<file path="config.mk">
export PLATFORM = sky130hd
export DESIGN_NAME = pipe_reg_chain
export DESIGN_NICKNAME = d
export VERILOG_FILES = /design/src/rtl/pipe_reg_chain.sv
export SDC_FILE = /design/constraint.sdc
export NUM_CORES = 1
export LEC_CHECK = 0
export CAP_MARGIN = 20
export CORE_MARGIN = 3
export CORE_UTILIZATION = 51
export DETAILED_ROUTE_END_ITERATION = 7
export GPL_ROUTABILITY_DRIVEN = 0
export PLACE_DENSITY = 0.81
export SYNTH_ARGS = -nofsm -noshare
export SYNTH_HDL_FRONTEND = slang
export SYNTH_SLANG_ARGS = --single-unit
</file>
<file path="constraint.sdc">
create_clock -name clk -period 4.2 [get_ports clk]
set_clock_uncertainty 0.05 [all_clocks]
set_input_delay 0.84 -clock clk [delete_from_list [all_inputs] [get_ports clk]]
set_output_delay 0.84 -clock clk [all_outputs]
set_load 0.005 [all_outputs]
</file>
<file path="src/rtl/pipe_reg_chain.sv">
// Elastic register chain: DEPTH stages of valid/data with per-stage
// backpressure, bubble collapse, synchronous flush and async reset.
module pipe_reg_chain #(
  parameter int               WIDTH   = 5,
  parameter int               DEPTH   = 3,
  parameter logic [WIDTH-1:0] RST_VAL = '0
) (
  input  logic                       clk,
  input  logic                       rst,
  input  logic                       flush,
  input  logic                       in_valid,
  output logic                       in_ready,
  input  logic [WIDTH-1:0]           d_in,
  output logic                       out_valid,
  input  logic                       out_ready,
  output logic [WIDTH-1:0]           d_out,
  output logic [$clog2(DEPTH+1)-1:0] count
);

  localparam int CW = $clog2(DEPTH+1);

  logic [DEPTH-1:0]            valid_q;
  logic [DEPTH-1:0]            valid_d;
  logic [DEPTH-1:0]            free;
  logic [DEPTH-1:0][WIDTH-1:0] data_q;
  logic [DEPTH-1:0][WIDTH-1:0] data_d;
  logic [CW-1:0]               count_q;
  logic [CW-1:0]               count_d;

  // A stage is free when it is empty or the stage after it is free; the last stage looks at out_ready.
  always_comb begin : freeChain
    logic chain;
    chain = out_ready;
    free  = '0;
    for (int i = DEPTH - 1; i >= 0; i--) begin
      chain   = ~valid_q[i] | chain;
      free[i] = chain;
    end
  end

  assign in_ready = free[0] & ~flush;

  // Every free stage takes whatever sits upstream (possibly a bubble); flush wipes all valid bits.
  always_comb begin
    valid_d = valid_q;
    data_d  = data_q;
    for (int i = DEPTH - 1; i >= 1; i--) begin
      if (free[i]) begin
        valid_d[i] = valid_q[i-1];
        if (valid_q[i-1]) begin
          data_d[i] = data_q[i-1];
        end
      end
    end
    if (free[0]) begin
      valid_d[0] = in_valid & in_ready;
      if (in_valid & in_ready) begin
        data_d[0] = d_in;
      end
    end
    if (flush) begin
      valid_d = '0;
    end
  end

  // Occupancy is the population of the next valid vector so count moves with valid.
  always_comb begin : popCount
    logic [CW-1:0] acc;
    acc = '0;
    for (int i = 0; i < DEPTH; i++) begin
      acc = acc + CW'(valid_d[i]);
    end
    count_d = acc;
  end

  // State registers; reset empties the chain and reloads every data stage.
  always_ff @(posedge clk or posedge rst) begin
    if (rst) begin
      valid_q <= '0;
      data_q  <= {DEPTH{RST_VAL}};
      count_q <= '0;
    end else begin
      valid_q <= valid_d;
      data_q  <= data_d;
      count_q <= count_d;
    end
  end

  assign out_valid = valid_q[DEPTH-1];
  assign d_out     = data_q[DEPTH-1];
  assign count     = count_q;

endmodule

</file>
==> results of run 1 <==
[layer usage]
metal | vias to the layer above | global-route usage [%] | wire length (um)
met5 | - | 0 | 0
met1 | 204 | 17.8 | 502
met4 | 0 | 10.2 | 29
met3 | 4 | 3.52 | 66
li1 | 214 | - | -
met2 | 16 | 20.6 | 533
[final cells by class]
cell class,instances,share of cell area [%]
inverters,2,0.724
flip-flops and latches,20,48.3
clock buffers,3,2.17
multi-input cells,28,26.8
well taps,15,1.81
clock inverters,1,2.90
repair buffers,18,17.4
[registers in the layout, summed over array words and instances (netlist names)]
| signal | count |
|---|---|
| d_out | 5 |
| data_q | 10 |
| count | 2 |
| valid_q | 3 |
[worst paths after layout]
| path | slack (ns) | cells past startpoint | endpoint | start |
|---|---|---|---|---|
| max | 1.15 | 4 | in_ready | out_ready |
| min | 0.46 | 1 | d_out[2]$_DFFE_PP0P_ | d_out[2]$_DFFE_PP0P_ |
| max reg2reg | 2.54 | 3 | data_q[3]$_DFFE_PP0P_ | valid_q[0]$_DFF_PP0_ |
| min reg2reg | 0.46 | 1 | d_out[2]$_DFFE_PP0P_ | d_out[2]$_DFFE_PP0P_ |
| max in group asynchronous | 2.75 | 2 | valid_q[1]$_DFF_PP0_ | rst |
| min in group asynchronous | 0.90 | 2 | d_out[1]$_DFFE_PP0P_ | rst |
[critical path, cell delays in order]
cell and delay, ns:
clkdlybuf4s50_1 0.48, and4b_1 0.23, nor2_1 0.10, clkdlybuf4s50_1 0.50
[cell families after synthesis]
group                      count (synthesis)
DFF                                       20
muxes                                     15
and+or+nand+nor                           11
buffers and inverters                      8
AOI/OAI and AO/OA                          1
adders and majority gates                  1
[per-stage QoR]
stage          power, uW  instance area [sq um]
3_3_place_gp         359                    985
3_5_place_dp         364                    985
4_1_cts              516                   1040
6_report             510                   1040
2_1_floorplan        329                    835
5_1_grt              538                   1040
[placed cells by master (no fill, tap or decap)]
cell type and n:
nand2_1 1, mux2_4 5, bufinv_16 1, fa_1 1, clkbuf_4 3, inv_1 2, or3b_1 1, nor2_1 5
and2b_2 1, dfrtp_1 20, clkdlybuf4s50_1 18, and4b_1 1, or2b_1 1, a21oi_1 1, mux2_2 10, nand3b_1 1
[where the power goes]
group | total, uW | internal [uW] | switching (uW)
Combinational | 105 | 77.4 | 27.5
Clock | 153 | 96.4 | 56.9
Sequential | 252 | 233 | 19.1
==> run metrics, run 1 <==
Final Slew Violations=0; PostCTS Resize Cnt=0; Min Clock Period, post-route=3.05 ns; # H-tree levels=1; Post-synth EDFFs=0; Final #Nets=84; Setup TNS=0 ns; FP Rows=13; Distinct cells, synth=15; Residual DRC=0; top cell type by total area after synthesis=dfrtp_1; power per standard cell area=492 nW/um^2; FF+latch count, synth=20; post-synthesis simple-gate area fraction=7.80%; status=complete, no violations; DRT iter0 DRCs=2; complex-gate fraction of the synthesized area=0.600%; Core Util, Final=73.3%; Layout Cells excl Fill=87; final setup margin=1.15 ns; total grt overflow=0; post-synthesis mux area share=22.5%; Initial Utilization=59.0%; Peak supply drop=0.249 mV; Hold WC Path Type=reg2reg; # diodes=0; top achievable clock speed=0.328 GHz; drt pass-1 iters=2; Synth Area in Adders=2.40%; Layout area overhead=24.3%; Post-synth top cells=20 x dfrtp_1, 10 x mux2_2, 5 x buf_4, 5 x mux2_4, 5 x nor2_1; first-pass GRT wire length=1.98 mm; area taken by multi-input logic gates=278 sq um; Worst setup EP type=output port; Gate Count Post-Synth=56; WL final=1.13 mm; RSZ-0062 raised after global routing=no; drt via density=5.03; clk slew on worst S/H paths=0.11 ns; layout cell share with drive strength beyond 1=27.8%; CP Launch Type=input pin; top-count cell post-synth=dfrtp_1; largest net degree at the start of global routing=21; clock sinks=20; Setup WS pre-CTS=1.17 ns; # IOs=19; synth top area cells=dfrtp_1 60%, mux2_2 13%, mux2_4 9.0%, buf_4 4.5%, fa_1 2.4%; setup violators final=0; largest family of logic cells by synthesized area=multiplexers; die height=46.5 um; vias in the first global route=453; fin crit share=72.6%; Port Buffers=18; hold buffer count at cts=0; clock buffer count from CTS=3; xor and xnor area share after synthesis=0%; wire per inst=13.0 um; minimum hold slack=0.463 ns; max_slew headroom=52.1%; root buffer cell=clkbuf_4; Final Hold Vio Count=0; TritonCTS clock tree=yes; setup repair bufs after CTS=0; register area=500 sq um; static leakage=0.000478 uW; CP Data Arrival Time=2.16 ns; via count=438; clk_lat worst skew=0.30 ns; Die Wd=46.5 um; Core Box Area=1420 sq um; initial antenna violation count=0; Mapped Nets=67; post-synthesis cell area=835 sq um; filler instances=100; Avg Cell Area, Syn=14.9 sq um; Crit Path Category=in2out; sequential area share after synthesis=60.0%; CP required=3.31 ns; Synth top area share=60.0%; antenna-violating nets left=0; deepest clock path buffer count=2; die footprint=2160 sq um; placed instance count=83; yosys warns=0; Total GRT Usage=14.0%; Post-synth ARST share=100%; max cap viols=0; Tightest Pin Transition=0.718 ns; Max FO, Critical Path=3; top_reg_cell synth=dfrtp_1
(Power assumes the default switching activity.)
==> run 2: changes to the inputs <==
--- a/config.mk
+++ b/config.mk
@@ -7,10 +7,10 @@
 export LEC_CHECK = 0
 export CAP_MARGIN = 20
 export CORE_MARGIN = 3
-export CORE_UTILIZATION = 51
+export CORE_UTILIZATION = 43
 export DETAILED_ROUTE_END_ITERATION = 7
 export GPL_ROUTABILITY_DRIVEN = 0
-export PLACE_DENSITY = 0.81
+export PLACE_DENSITY = 0.73
 export SYNTH_ARGS = -nofsm -noshare
 export SYNTH_HDL_FRONTEND = slang
 export SYNTH_SLANG_ARGS = --single-unit
==> constraint.sdc (replaced) <==
create_clock -name clk -period 2.8 [get_ports clk]
set_clock_uncertainty 0.05 [all_clocks]
set_input_delay 0.56 -clock clk [delete_from_list [all_inputs] [get_ports clk]]
set_output_delay 0.56 -clock clk [all_outputs]
set_load 0.005 [all_outputs]
==> run 2 against run 1 <==
Combinational power increased by 52%. Register-to-register slack got worse by 1.4 ns. Global-route usage decreased by 1.8 points. Largest cell class unchanged. Critical path depth unchanged. Clock power increased by 53%. Worst hold slack about the same. Die area increased by 16%. Routed wire length increased by 18%. Sequential share of layout area decreased by 0.58 points. Non-clock buffer count unchanged. First-iteration DRC count unchanged. Largest power group unchanged. Critical endpoint unchanged. Worst setup slack got worse by 0.84 ns.
==> run metrics, run 2 (same netlist as run 1, synthesis figures left out) <==
status=complete, no violations; Core Box Area=1780 sq um; Residual DRC=0; CP required=2.19 ns; Hold Crit Start=d_out[4]$_DFFE_PP0P_; CP Launch Point=out_ready; CP top delay family=buffers and inverters; part of the power in registers=48.9%; Tightest Pin Transition=0.728 ns; CP Data Arrival Time=1.88 ns; largest net degree at the start of global routing=21; DRT iter0 DRCs=2; clk_lat worst skew=0.30 ns; total grt overflow=0; largest register by flop count=data_q; Max FO, Critical Path=3; Min Clock Period, post-route=2.49 ns; CP Launch Type=input pin; Crit Path Category=in2out; Worst setup EP type=output port; most frequent CP cell=clkdlybuf4s50_1; sw frac=21.0%; WP depth=4; Initial Utilization=46.8%; filler instances=145; DPL Wire Length=1.00 mm; hold buffer count at cts=0; WL final=1.34 mm; Total GRT Usage=12.3%; Port Buffers=18; max_slew headroom=51.4%; antenna-violating nets left=0; PostCTS Resize Cnt=0; Peak supply drop=0.365 mV; deepest clock path buffer count=2; drt via density=4.81; drt pass-1 iters=2; # diodes=0; Final #Nets=84; clock sinks=20; Pint=609 uW; first-pass GRT wire length=2.31 mm; hold-critical path depth=1; max cap viols=0; clk slew on worst S/H paths=0.11 ns; layout cell share with drive strength beyond 1=27.8%; die footprint=2510 sq um; FP Rows=15; Layout area overhead=25.8%; clock buffer count from CTS=3; slowest stage cell, crit path=clkdlybuf4s50_1; Setup TNS=0 ns; initial antenna violation count=0; WP buf/inv=2; most common cell after layout, fill and taps aside=dfrtp_1; top achievable clock speed=0.402 GHz; static leakage=0.000478 uW; Final Hold Vio Count=0; most frequent cells in the layout=20 x dfrtp_1, 18 x clkdlybuf4s50_1, 10 x mux2_2, 5 x mux2_4, 5 x nor2_1; fin crit share=88.9%; Final Slew Violations=0; Worst Reg-to-Reg Cells=3; combinational share of power=20.7%; critical path's largest stage delay=0.51 ns; critical-path cell list=clkdlybuf4s50_1, and4b_1, nor2_1, clkdlybuf4s50_1; via count=467; # IOs=19; wire per inst=13.8 um; # H-tree levels=1; Die Wd=50.1 um; clock share of power=30.4%; die height=50.1 um; TritonCTS clock tree=yes; number of flip-flops in the largest register=10; power per standard cell area=735 nW/um^2; Switch Pwr=162 uW; vias in the first global route=532; root buffer cell=clkbuf_4; Pwr Total=772 uW; Hold WC Path Type=reg2reg; setup violators final=0; setup repair bufs after CTS=0; Reg-to-Reg Start=valid_q[1]$_DFF_PP0_; RSZ-0062 raised after global routing=no
[run 2: cell counts in the layout (fill, tap and decap cells not counted)]
Identical to the previous run, type by type.
[run 2: cell type report]
type	instances	area, sq um	share of cell area, %
repair buffers	18	180	17.2
well taps	25	31.3	2.98
clock buffers	3	22.5	2.15
inverters	2	7.51	0.715
clock inverters	1	30.0	2.86
flip-flops and latches	20	500	47.7
multi-input cells	28	278	26.5
[run 2: path summary, 6_finish.rpt]
kind,endpoint,slack (ns)
max reg2reg,data_q[4]$_DFFE_PP0P_,1.11
max,in_ready,0.31
max in group asynchronous,data_q[9]$_DFFE_PP0P_,1.62
min in group asynchronous,d_out[1]$_DFFE_PP0P_,0.62
min reg2reg,d_out[4]$_DFFE_PP0P_,0.46
min,d_out[4]$_DFFE_PP0P_,0.46
[run 2: power groups by stage]
stage	Sequential, uW	Combinational [uW]	Clock [uW]
6_report	377	160	234
5_1_grt	386	173	253
4_1_cts	379	164	240
3_5_place_dp	385	163	0
3_3_place_gp	381	157	0
2_1_floorplan	376	117	0
[run 2: metrics by stage]
stage | setup slack, ns | cell area (sq um) | instances | util, % | hold slack, ns
2_1_floorplan | 1.10 | 835 | 56 | - | 0.425
3_3_place_gp | 0.358 | 997 | 93 | 55.9 | 0.435
3_5_place_dp | 0.309 | 997 | 93 | 55.9 | 0.442
4_1_cts | 0.296 | 1050 | 97 | 58.9 | 0.469
5_1_grt | 0.240 | 1050 | 97 | 58.9 | 0.490
6_report | 0.311 | 1050 | 97 | 58.9 | 0.464
[run 2: routing by layer]
layer	share of wire, %	vias to the layer above	global-route usage (%)
met2	54	13	22.4
met3	4.6	2	3.02
met1	41	238	13.5
met4	0.45	0	4.15
met5	0	-	0
li1	-	214	-
